`src/rtl/sweep_sched.sv`:
```
// Frequency sweep scheduler: steps a DDS tuning word from fre_start to fre_end,
// waits for settling and one measurement per point, then reports completion.
//
// Ports:
//   clk, rst_n            clock, async active-low reset
//   start, abort          sweep start pulse / abort level
//   fre_start, fre_end    first and last allowed tuning word
//   step, dwell           tuning-word increment / measurement timeout (0 = none)
//   meas_done             measurement-complete pulse
//   fre_k                 tuning word to the phase accumulator
//   meas_req, busy        measurement request / sweep active
//   sweep_done, cfg_err   end-of-sweep pulse / rejected-start pulse
//   point_idx, timeout    current point index (saturating) / sticky timeout flag
module sweep_sched #(
    parameter int FW            = 32,
    parameter int SETTLE_CYCLES = 1024,
    parameter int IDX_W         = 16
) (
    input  logic             clk,
    input  logic             rst_n,
    input  logic             start,
    input  logic             abort,
    input  logic [FW-1:0]    fre_start,
    input  logic [FW-1:0]    fre_end,
    input  logic [FW-1:0]    step,
    input  logic [31:0]      dwell,
    input  logic             meas_done,
    output logic [FW-1:0]    fre_k,
    output logic             meas_req,
    output logic             busy,
    output logic             sweep_done,
    output logic [IDX_W-1:0] point_idx,
    output logic             timeout,
    output logic             cfg_err
);

    typedef enum logic [2:0] {
        S_IDLE,
        S_SETTLE,
        S_MEASURE,
        S_STEP,
        S_DONE
    } state_t;

    localparam logic [31:0] SETTLE_LAST = 32'(SETTLE_CYCLES - 1);

    state_t           r_state;
    state_t           w_state_nxt;
    logic [FW-1:0]    r_fk;
    logic [FW-1:0]    r_end;
    logic [FW-1:0]    r_step;
    logic [31:0]      r_dwell;
    logic [31:0]      r_cnt;
    logic [IDX_W-1:0] r_idx;
    logic             r_to;
    logic             r_cerr;

    logic [FW:0]      w_next;
    logic             w_load;
    logic             w_cerr;
    logic             w_adv;
    logic             w_to;
    logic             w_cnt_clr;
    logic             w_cnt_inc;

    // One extra bit so a wrap past all-ones ends the sweep instead of restarting low.
    assign w_next = {1'b0, r_fk} + {1'b0, r_step};

    always_comb begin
        w_state_nxt = r_state;
        w_load      = 1'b0;
        w_cerr      = 1'b0;
        w_adv       = 1'b0;
        w_to        = 1'b0;
        w_cnt_clr   = 1'b0;
        w_cnt_inc   = 1'b0;
        unique case (r_state)
            S_IDLE: begin
                if (start && !abort) begin
                    if (fre_start > fre_end) begin
                        w_cerr = 1'b1;
                    end else begin
                        w_load      = 1'b1;
                        w_cnt_clr   = 1'b1;
                        w_state_nxt = S_SETTLE;
                    end
                end
            end
            S_SETTLE: begin
                if (abort) begin
                    w_state_nxt = S_IDLE;
                end else if (r_cnt == SETTLE_LAST) begin
                    w_cnt_clr   = 1'b1;
                    w_state_nxt = S_MEASURE;
                end else begin
                    w_cnt_inc = 1'b1;
                end
            end
            S_MEASURE: begin
                // A completion arriving on the expiry cycle wins over the timeout.
                if (abort) begin
                    w_state_nxt = S_IDLE;
                end else if (meas_done) begin
                    w_state_nxt = S_STEP;
                end else if (r_dwell != 32'd0 &&
                             r_cnt == r_dwell - 32'd1) begin
                    w_to        = 1'b1;
                    w_state_nxt = S_STEP;
                end else begin
                    w_cnt_inc = 1'b1;
                end
            end
            S_STEP: begin
                if (abort) begin
                    w_state_nxt = S_IDLE;
                end else if (w_next[FW] || w_next[FW-1:0] > r_end ||
                             r_step == '0) begin
                    w_state_nxt = S_DONE;
                end else begin
                    w_adv       = 1'b1;
                    w_cnt_clr   = 1'b1;
                    w_state_nxt = S_SETTLE;
                end
            end
            S_DONE: begin
                w_state_nxt = S_IDLE;
            end
            default: begin
                w_state_nxt = S_IDLE;
            end
        endcase
    end

    always_ff @(posedge clk or negedge rst_n) begin
        if (!rst_n) begin
            r_state <= S_IDLE;
        end else begin
            r_state <= w_state_nxt;
        end
    end

    always_ff @(posedge clk or negedge rst_n) begin
        if (!rst_n) begin
            r_fk    <= '0;
            r_end   <= '0;
            r_step  <= '0;
            r_dwell <= '0;
            r_cnt   <= '0;
            r_idx   <= '0;
            r_to    <= 1'b0;
            r_cerr  <= 1'b0;
        end else begin
            r_cerr <= w_cerr;
            if (w_load) begin
                r_fk    <= fre_start;
                r_end   <= fre_end;
                r_step  <= step;
                r_dwell <= dwell;
                r_idx   <= '0;
                r_to    <= 1'b0;
            end
            if (w_adv) begin
                r_fk <= w_next[FW-1:0];
                if (r_idx != '1) begin
                    r_idx <= r_idx + IDX_W'(1);
                end
            end
            if (w_to) begin
                r_to <= 1'b1;
            end
            if (w_cnt_clr) begin
                r_cnt <= '0;
            end else if (w_cnt_inc) begin
                r_cnt <= r_cnt + 32'd1;
            end
        end
    end

    assign fre_k      = r_fk;
    assign point_idx  = r_idx;
    assign timeout    = r_to;
    assign cfg_err    = r_cerr;
    assign meas_req   = (r_state == S_MEASURE);
    assign sweep_done = (r_state == S_DONE);
    assign busy       = (r_state == S_SETTLE) || (r_state == S_MEASURE) ||
                        (r_state == S_STEP);

endmodule

```
`config.mk`:
```
export PLATFORM = sky130hd
export DESIGN_NAME = sweep_sched
export DESIGN_NICKNAME = d
export VERILOG_FILES = /design/src/rtl/sweep_sched.sv
export SDC_FILE = /design/constraint.sdc
export NUM_CORES = 1
export LEC_CHECK = 0
export ABC_AREA = 0
export ABC_CLOCK_PERIOD_IN_PS = 14100
export CAP_MARGIN = 20
export CORE_MARGIN = 2
export CORE_UTILIZATION = 61
export CTS_BUF_LIST = sky130_fd_sc_hd__clkbuf_8
export DETAILED_ROUTE_END_ITERATION = 8
export GPL_ROUTABILITY_DRIVEN = 0
export PLACE_DENSITY_LB_ADDON = 0.1
export SKIP_CTS_REPAIR_TIMING = 1
export SLEW_MARGIN = 20
export SYNTH_ARGS = -nofsm -noshare
export SYNTH_HDL_FRONTEND = slang
export SYNTH_SLANG_ARGS = --single-unit
```
`constraint.sdc`:
```
create_clock -name clk -period 14.1 [get_ports clk]
set_input_delay 3.525 -clock clk [delete_from_list [all_inputs] [get_ports clk]]
set_output_delay 3.525 -clock clk [all_outputs]
set_load 0.01 [all_outputs]
```
==> results of run 1 <==
[state kept, by name, summed over array words and instances (netlist names)]
name and cells:
fre_k 32, r_cnt 32, r_dwell 32, r_end 32
r_step 32, point_idx 16, r_state 3, cfg_err 1
timeout 1
[layout make-up]
cell class                 count  area [um2]  area share (%)
tap                          270         338            2.24
sequential                   181        4530            30.1
multi-input combinational   1175        7520            49.9
timing repair buffer         192        1930            12.8
inverter                      95         357            2.37
clock buffer                  17         234            1.55
clock inverter                15         163            1.08
[through the flow]
stage	power (mW)	setup WS, ns	util, %	instance area, um2	instances
after floorplan	2.24	7.91	-	12600	1515
after CTS	3.18	7.23	74.1	15000	1944
after detailed placement	2.80	6.76	72.1	14600	1912
final	3.22	7.10	74.2	15100	1945
after global routing	3.47	6.62	74.2	15100	1945
after global placement	2.74	6.86	72.1	14600	1912
[per-layer routing]
layer	up-vias	GRT usage, %	part of all wire, %	routed length, um
met5	-	0	0	0
met4	0	14.5	4.5	1630
met3	113	5.52	6.6	2410
met2	514	55.9	48	17500
met1	5748	43.2	41	14800
li1	5727	-	-	-
[logic make-up after synthesis]
family	after synthesis	share of synthesized area, %
simple gates	648	25.1
compound gates	336	17.4
flops	181	35.8
buf+inv	159	4.99
fa+ha+maj	100	9.96
xor+xnor	64	4.43
mux	27	2.29
[where the power goes]
part | total (mW) | leakage [nW] | switching (mW) | internal [mW]
clock network | 0.360 | 0.195 | 0.213 | 0.147
registers | 0.940 | 2.31 | 0.233 | 0.708
logic | 1.92 | 4.38 | 1.06 | 0.855
[synth_stat cells (16+ instances only)]
cell type,count
nand2_1,304
dfrtp_1,181
ha_1,99
inv_1,95
o21ai_0,84
a21oi_1,82
nor2_1,71
clkbuf_1,52
xnor2_1,40
a21o_1,39
nand3_1,36
nand4_1,33
nor3_1,31
nor4_1,29
or4_1,27
xor2_1,24
and3_1,22
o31ai_1,22
or3_1,20
a221o_1,18
nor2b_1,16
[path summary, 6_finish.rpt]
path | end | slack, ns | cells past startpoint
hold / removal | timeout | 0.50 | 2
setup reg to reg | point_idx[9] | 7.10 | 21
setup / recovery | point_idx[9] | 7.10 | 21
min in group asynchronous | r_dwell[24] | 3.11 | 1
max in group asynchronous | fre_k[24] | 9.49 | 2
hold reg to reg | timeout | 0.50 | 2
[worst reg2reg max path, stage by stage (launching register included)]
cell and delay [ns]:
dfrtp_1 0.42, ha_1 0.22, inv_1 0.06, fa_1 0.40
nor2b_1 0.13, o21ai_0 0.11, a21oi_1 0.36, o211ai_1 0.26
a21oi_1 0.35, o21ai_0 0.21, a211oi_1 0.26, o311ai_0 0.21
ha_1 0.36, nand4_1 0.20, nor2_1 0.30, nand4_1 0.21
and2_1 0.21, a22o_1 0.20, nor4_1 0.62, o21a_1 0.79
a21oi_1 0.50, a221o_1 0.49
==> out/qor.yml, run 1 <==
status: "finished, final reports clean"
powerDensity_mw_per_mm2: 213
crit_buf_inv: 1
async_flop_share_pct: 100
cts_buffers: 17
yosys.area.top_type_share_pct: 35.8
grt_pass1_wl_um: 58900
final_max_slew_viol_count: 0
ant_nets: 0
crit_start: "r_step[0]"
rows: 52
fin_skew_ns: 0.0201
crit_type: "flip-flop to flip-flop"
ys_seq_elements: 181
final_common_cell: "nand2_1"
synth_nets: 1748
critical_path.max_fanout: 18
finalSetupViolations: 0
whs_ns: 0.496
post_drt_wl_per_cell_um: 18.6
crit_family: "compound AO/OA/AOI/OAI gates"
crit_slowest_cell: "o21a_1"
slew_headroom_pct: 30.8
htreeDepth: 4
max-cap-violations: 0
cp_slowest_stage_delay_ns: 0.78
finalSetupTns_ns: 0
final_nets: 1895
ir_drop_mv: 0.126
start_util_pct: 62.3
ctsLongestPathBuffers: 2
clock_sinks: 181
critPathLaunchType: "flip-flop"
seq_area_frac_synth_pct: 35.8
io_pins: 186
cts-root-buf: "clkbuf_8"
power.leakage_nw: 6.89
rr_startpoint: "r_step[0]"
syn2layout_area_growth_pct: 19.2
synth_ff_type: "dfrtp_1"
ys_warn_count: 0
grt_pass1_vias: 11786
yosys.area.top_type: "dfrtp_1"
dp_hpwl_um: 27300
fp.coreArea_mm2: 0.0203
drive_gt1_share_pct: 4.54
post-route-period-util_pct: 49.6
dieWidth_um: 148
clock_latency_ns: 0.47
cts_tree: "yes"
port_buffers: 185
grt_max_degree: 111
dieArea_mm2: 0.0219
crit_path_frequent_cell: "a21oi_1"
clkTransAtPathRegs_ns: 0.11
fillCellCount: 1545
min_from: "timeout"
hold_violations: 0
drc_errors: 0
vias: 12102
antenna_found_initial: 1
n_antenna_cell: 0
synth_edf_count: 0
critPathRequiredTime_ns: 14.45
cp_data_arrival_time_ns: 7.35
die_h_um: 148
grt_usage_pct: 33.5
avgSynthCellArea_um2: 8.34
min_path_type: "flip-flop to flip-flop"
syn_area_mm2: 0.0126
ys_top_cells_by_area: "dfrtp_1 36%, ha_1 9.8%, nand2_1 9.0%"
synthCells: 1515
path_cells: "ha_1 -> inv_1 -> fa_1 -> nor2b_1 -> o21ai_0 -> a21oi_1 -> o211ai_1 -> a21oi_1 -> o21ai_0 -> a211oi_1 -> o311ai_0 -> ha_1 -> nand4_1 -> nor2_1 -> nand4_1 -> and2_1 -> a22o_1 -> nor4_1 -> o21a_1 -> a21oi_1 -> a221o_1"
drtPass1Iterations: 6
avgViaCountPerCell: 6.22
routed_wl_um: 36300
rsz0062_at_grt: "false"
grt.overflow.total: 0
end_kind: "flip-flop"
drt-initial-drc-count: 978
synth.distinct_cells: 75
mostFrequentLayoutCells: "304 x nand2_1, 184 x clkdlybuf4s50_1, 181 x dfrtp_1, 99 x ha_1, 95 x inv_1"
finalCriticalPeriod_ns: 7.00
fmaxAchievable_mhz: 143
worst_pin_slew_ns: 1.04
(Power assumes the default switching activity.)
==> inputs of run 2 (changes only) <==
--- a/config.mk
+++ b/config.mk
@@ -6,10 +6,10 @@
 export NUM_CORES = 1
 export LEC_CHECK = 0
 export ABC_AREA = 0
-export ABC_CLOCK_PERIOD_IN_PS = 14100
+export ABC_CLOCK_PERIOD_IN_PS = 6000
 export CAP_MARGIN = 20
 export CORE_MARGIN = 2
-export CORE_UTILIZATION = 61
+export CORE_UTILIZATION = 52
 export CTS_BUF_LIST = sky130_fd_sc_hd__clkbuf_8
 export DETAILED_ROUTE_END_ITERATION = 8
 export GPL_ROUTABILITY_DRIVEN = 0
==> constraint.sdc (replaced) <==
create_clock -name clk -period 6 [get_ports clk]
set_input_delay 1.5 -clock clk [delete_from_list [all_inputs] [get_ports clk]]
set_output_delay 1.5 -clock clk [all_outputs]
set_load 0.01 [all_outputs]
==> out/qor.yml, run 2 (synthesis gave the netlist of run 1 again) <==
status: "finished, final reports clean"
multi_input_area_mm2: 0.00752  # unchanged
whs_path_depth: 2  # unchanged
clkTransAtPathRegs_ns: 0.11  # about the same
r2r_slack_ns: 0.39  # -6.71 ns
start_util_pct: 52.4  # -9.8 points
fp.coreArea_mm2: 0.0241  # +19%
final_max_slew_viol_count: 0  # unchanged
grt_pass1_vias: 11404  # -3.2%
min_from: "r_end[0]"
grt_usage_pct: 28.9  # -4.6 points
power.leakage_nw: 6.92  # +0.51%
r2r-end: "fre_k[12]"
io_pins: 186  # unchanged
drc_errors: 0  # unchanged
finalSetupViolations: 0  # unchanged
fmaxAchievable_mhz: 178  # +25%
cts_tree: "yes"
ant_nets: 0  # unchanged
ctsLongestPathBuffers: 2  # unchanged
slew_headroom_pct: 31.3  # +0.47 points
crit_type: "flip-flop to flip-flop"
rows: 57  # +9.6%
port_buffers: 185  # unchanged
p_switching_mw: 3.56  # +140%
clock_latency_ns: 0.47  # about the same
finalSetupTns_ns: 0  # unchanged
ff_latch_area_mm2: 0.00453  # unchanged
htreeDepth: 4  # unchanged
critPathLaunchType: "flip-flop"
worst_pin_slew_ns: 1.03  # -0.00707 ns
rsz0062_at_grt: "false"
post_drt_wl_per_cell_um: 18.5  # -1.0%
cts_buffers: 17  # unchanged
n_antenna_cell: 0  # unchanged
drt-initial-drc-count: 1015  # +3.8%
final_nets: 1904  # +0.47%
fin_skew_ns: 0.0144  # -0.00571 ns
antenna_found_initial: 1  # unchanged
powerDensity_mw_per_mm2: 502  # +140%
clock_sinks: 181  # unchanged
min_path_type: "flip-flop to flip-flop"
grt.overflow.total: 0  # unchanged
fillCellCount: 2187  # +42%
grt_pass1_wl_um: 59800  # +1.6%
holdPathEnd: "r_end[0]"
end_kind: "flip-flop"
max-cap-violations: 0  # unchanged
drive_gt1_share_pct: 5.05  # +0.51 points
hold_violations: 0  # unchanged
internal_power_mw: 4.06  # +140%
critical_path.max_fanout: 32  # +14
syn2layout_area_growth_pct: 20.1
dieWidth_um: 160  # +8.1%
cts-root-buf: "clkbuf_8"
finalCriticalPeriod_ns: 5.61  # -1.39 ns
die_h_um: 160  # +8.1%
grt_max_degree: 105  # -5.4%
drtPass1Iterations: 5  # -1
mostFrequentLayoutCells: "304 x nand2_1, 184 x clkdlybuf4s50_1, 181 x dfrtp_1, 99 x ha_1, 96 x inv_1"
seq_power_share_pct: 28.8  # -0.4 points
swShare_pct: 46.7  # -0.12 points
cp_data_arrival_time_ns: 5.97  # -1.38 ns
rr_startpoint: "r_step[6]"
dp_hpwl_um: 28300  # +3.7%
avgViaCountPerCell: 5.98  # -4.0%
post-route-period-util_pct: 93.5  # +44 points
dieArea_mm2: 0.0256  # +17%
power_frac_comb_pct: 59.7  # about the same
routed_wl_um: 37100  # +2.2%
power_frac_clock_pct: 11.6  # +0.4 points
ir_drop_mv: 0.245  # +95%
reg2reg_depth: 21  # unchanged
placed_cells: 1976  # +3.3%
critPathRequiredTime_ns: 6.36  # -8.09 ns
final_common_cell: "nand2_1"
fin_cells: 2008  # +3.2%
vias: 11999  # -0.85%
## run 2: cell count changes in the layout (fill, tap and decap cells not counted), sizes merged
cell	delta
bufinv	+1
buf	+10
clkinv	-3
inv	+2
clkbuf	-1
## run 2: per-stage QoR
stage               total power [mW]  worst slack, ns  instance area [um2]  utilization (%)  hold WS (ns)
finish                          7.61            0.391                15200             63.0         0.522
global route                    8.25           0.0231                15200             63.0         0.542
CTS                             7.58            0.408                15200             63.0         0.521
detailed placement              6.65            0.444                14800             61.3         0.498
global placement                6.56            0.526                14800             61.3         0.493
floorplan                       5.27             1.00                12600                -         0.452
## run 2: metal layers
metal  share of wire [%]  global-route usage [%]
met1                  43                    38.1
met2                  49                    49.5
met3                 5.0                    4.03
met4                 3.1                    8.80
met5                   0                       0
## run 2: worst max path at each step
stage                     startpoint            to  cells past startpoint  slack (ns)
after floorplan             fre_k[6]  point_idx[7]                     22         1.0
after global placement     r_step[0]  point_idx[8]                     23        0.53
after detailed placement    fre_k[0]  point_idx[8]                     23        0.44
after CTS                   fre_k[0]  point_idx[8]                     23        0.41
after global routing       r_step[6]     fre_k[12]                     21        0.02
final                      r_step[6]     fre_k[12]                     21        0.39
## run 2: power by group through the flow
stage / Clock [mW] / Sequential [mW] / Combinational [mW]
floorplan: 0 / 2.04 / 3.23
global placement: 0 / 2.19 / 4.37
detailed placement: 0 / 2.19 / 4.46
CTS: 0.894 / 2.18 / 4.50
global route: 0.935 / 2.25 / 5.07
finish: 0.881 / 2.19 / 4.54
## run 2: final cells by class
class | instances | share of cell area [%]
repair buffers | 201 | 13.0
inverters | 95 | 2.35
well taps | 324 | 2.67
clock inverters | 15 | 1.09
multi-input cells | 1175 | 49.5
flip-flops and latches | 181 | 29.8
clock buffers | 17 | 1.54
## run 2: worst max-delay path, cell delays in order, from the launching register on
cell and delay [ns]:
dfrtp_1 0.43, ha_1 0.36, and3_1 0.23, a221o_1 0.38, a211oi_1 0.28, a21oi_1 0.21
a21oi_1 0.33, nor3_1 0.10, nor4_1 0.37, xnor2_1 0.21, ha_1 0.28, a21o_1 0.16
a21o_1 0.18, a21oi_1 0.17, o21ai_0 0.11, a22o_1 0.25, nor4_1 0.29, buf_4 0.19
o21ai_4 0.25, buf_4 0.30, and3_1 0.16, a221o_1 0.25
==> inputs of run 3 (changes only) <==
--- a/config.mk
+++ b/config.mk
@@ -6,16 +6,17 @@
 export NUM_CORES = 1
 export LEC_CHECK = 0
 export ABC_AREA = 0
-export ABC_CLOCK_PERIOD_IN_PS = 6000
 export CAP_MARGIN = 20
 export CORE_MARGIN = 2
 export CORE_UTILIZATION = 52
 export CTS_BUF_LIST = sky130_fd_sc_hd__clkbuf_8
 export DETAILED_ROUTE_END_ITERATION = 8
 export GPL_ROUTABILITY_DRIVEN = 0
+export HOLD_SLACK_MARGIN = 0.12
 export PLACE_DENSITY_LB_ADDON = 0.1
 export SKIP_CTS_REPAIR_TIMING = 1
 export SLEW_MARGIN = 20
 export SYNTH_ARGS = -nofsm -noshare
 export SYNTH_HDL_FRONTEND = slang
 export SYNTH_SLANG_ARGS = --single-unit
+export TNS_END_PERCENT = 50
==> results of run 3 <==
The final DEF is identical to that of run 2; final timing and power are the same.
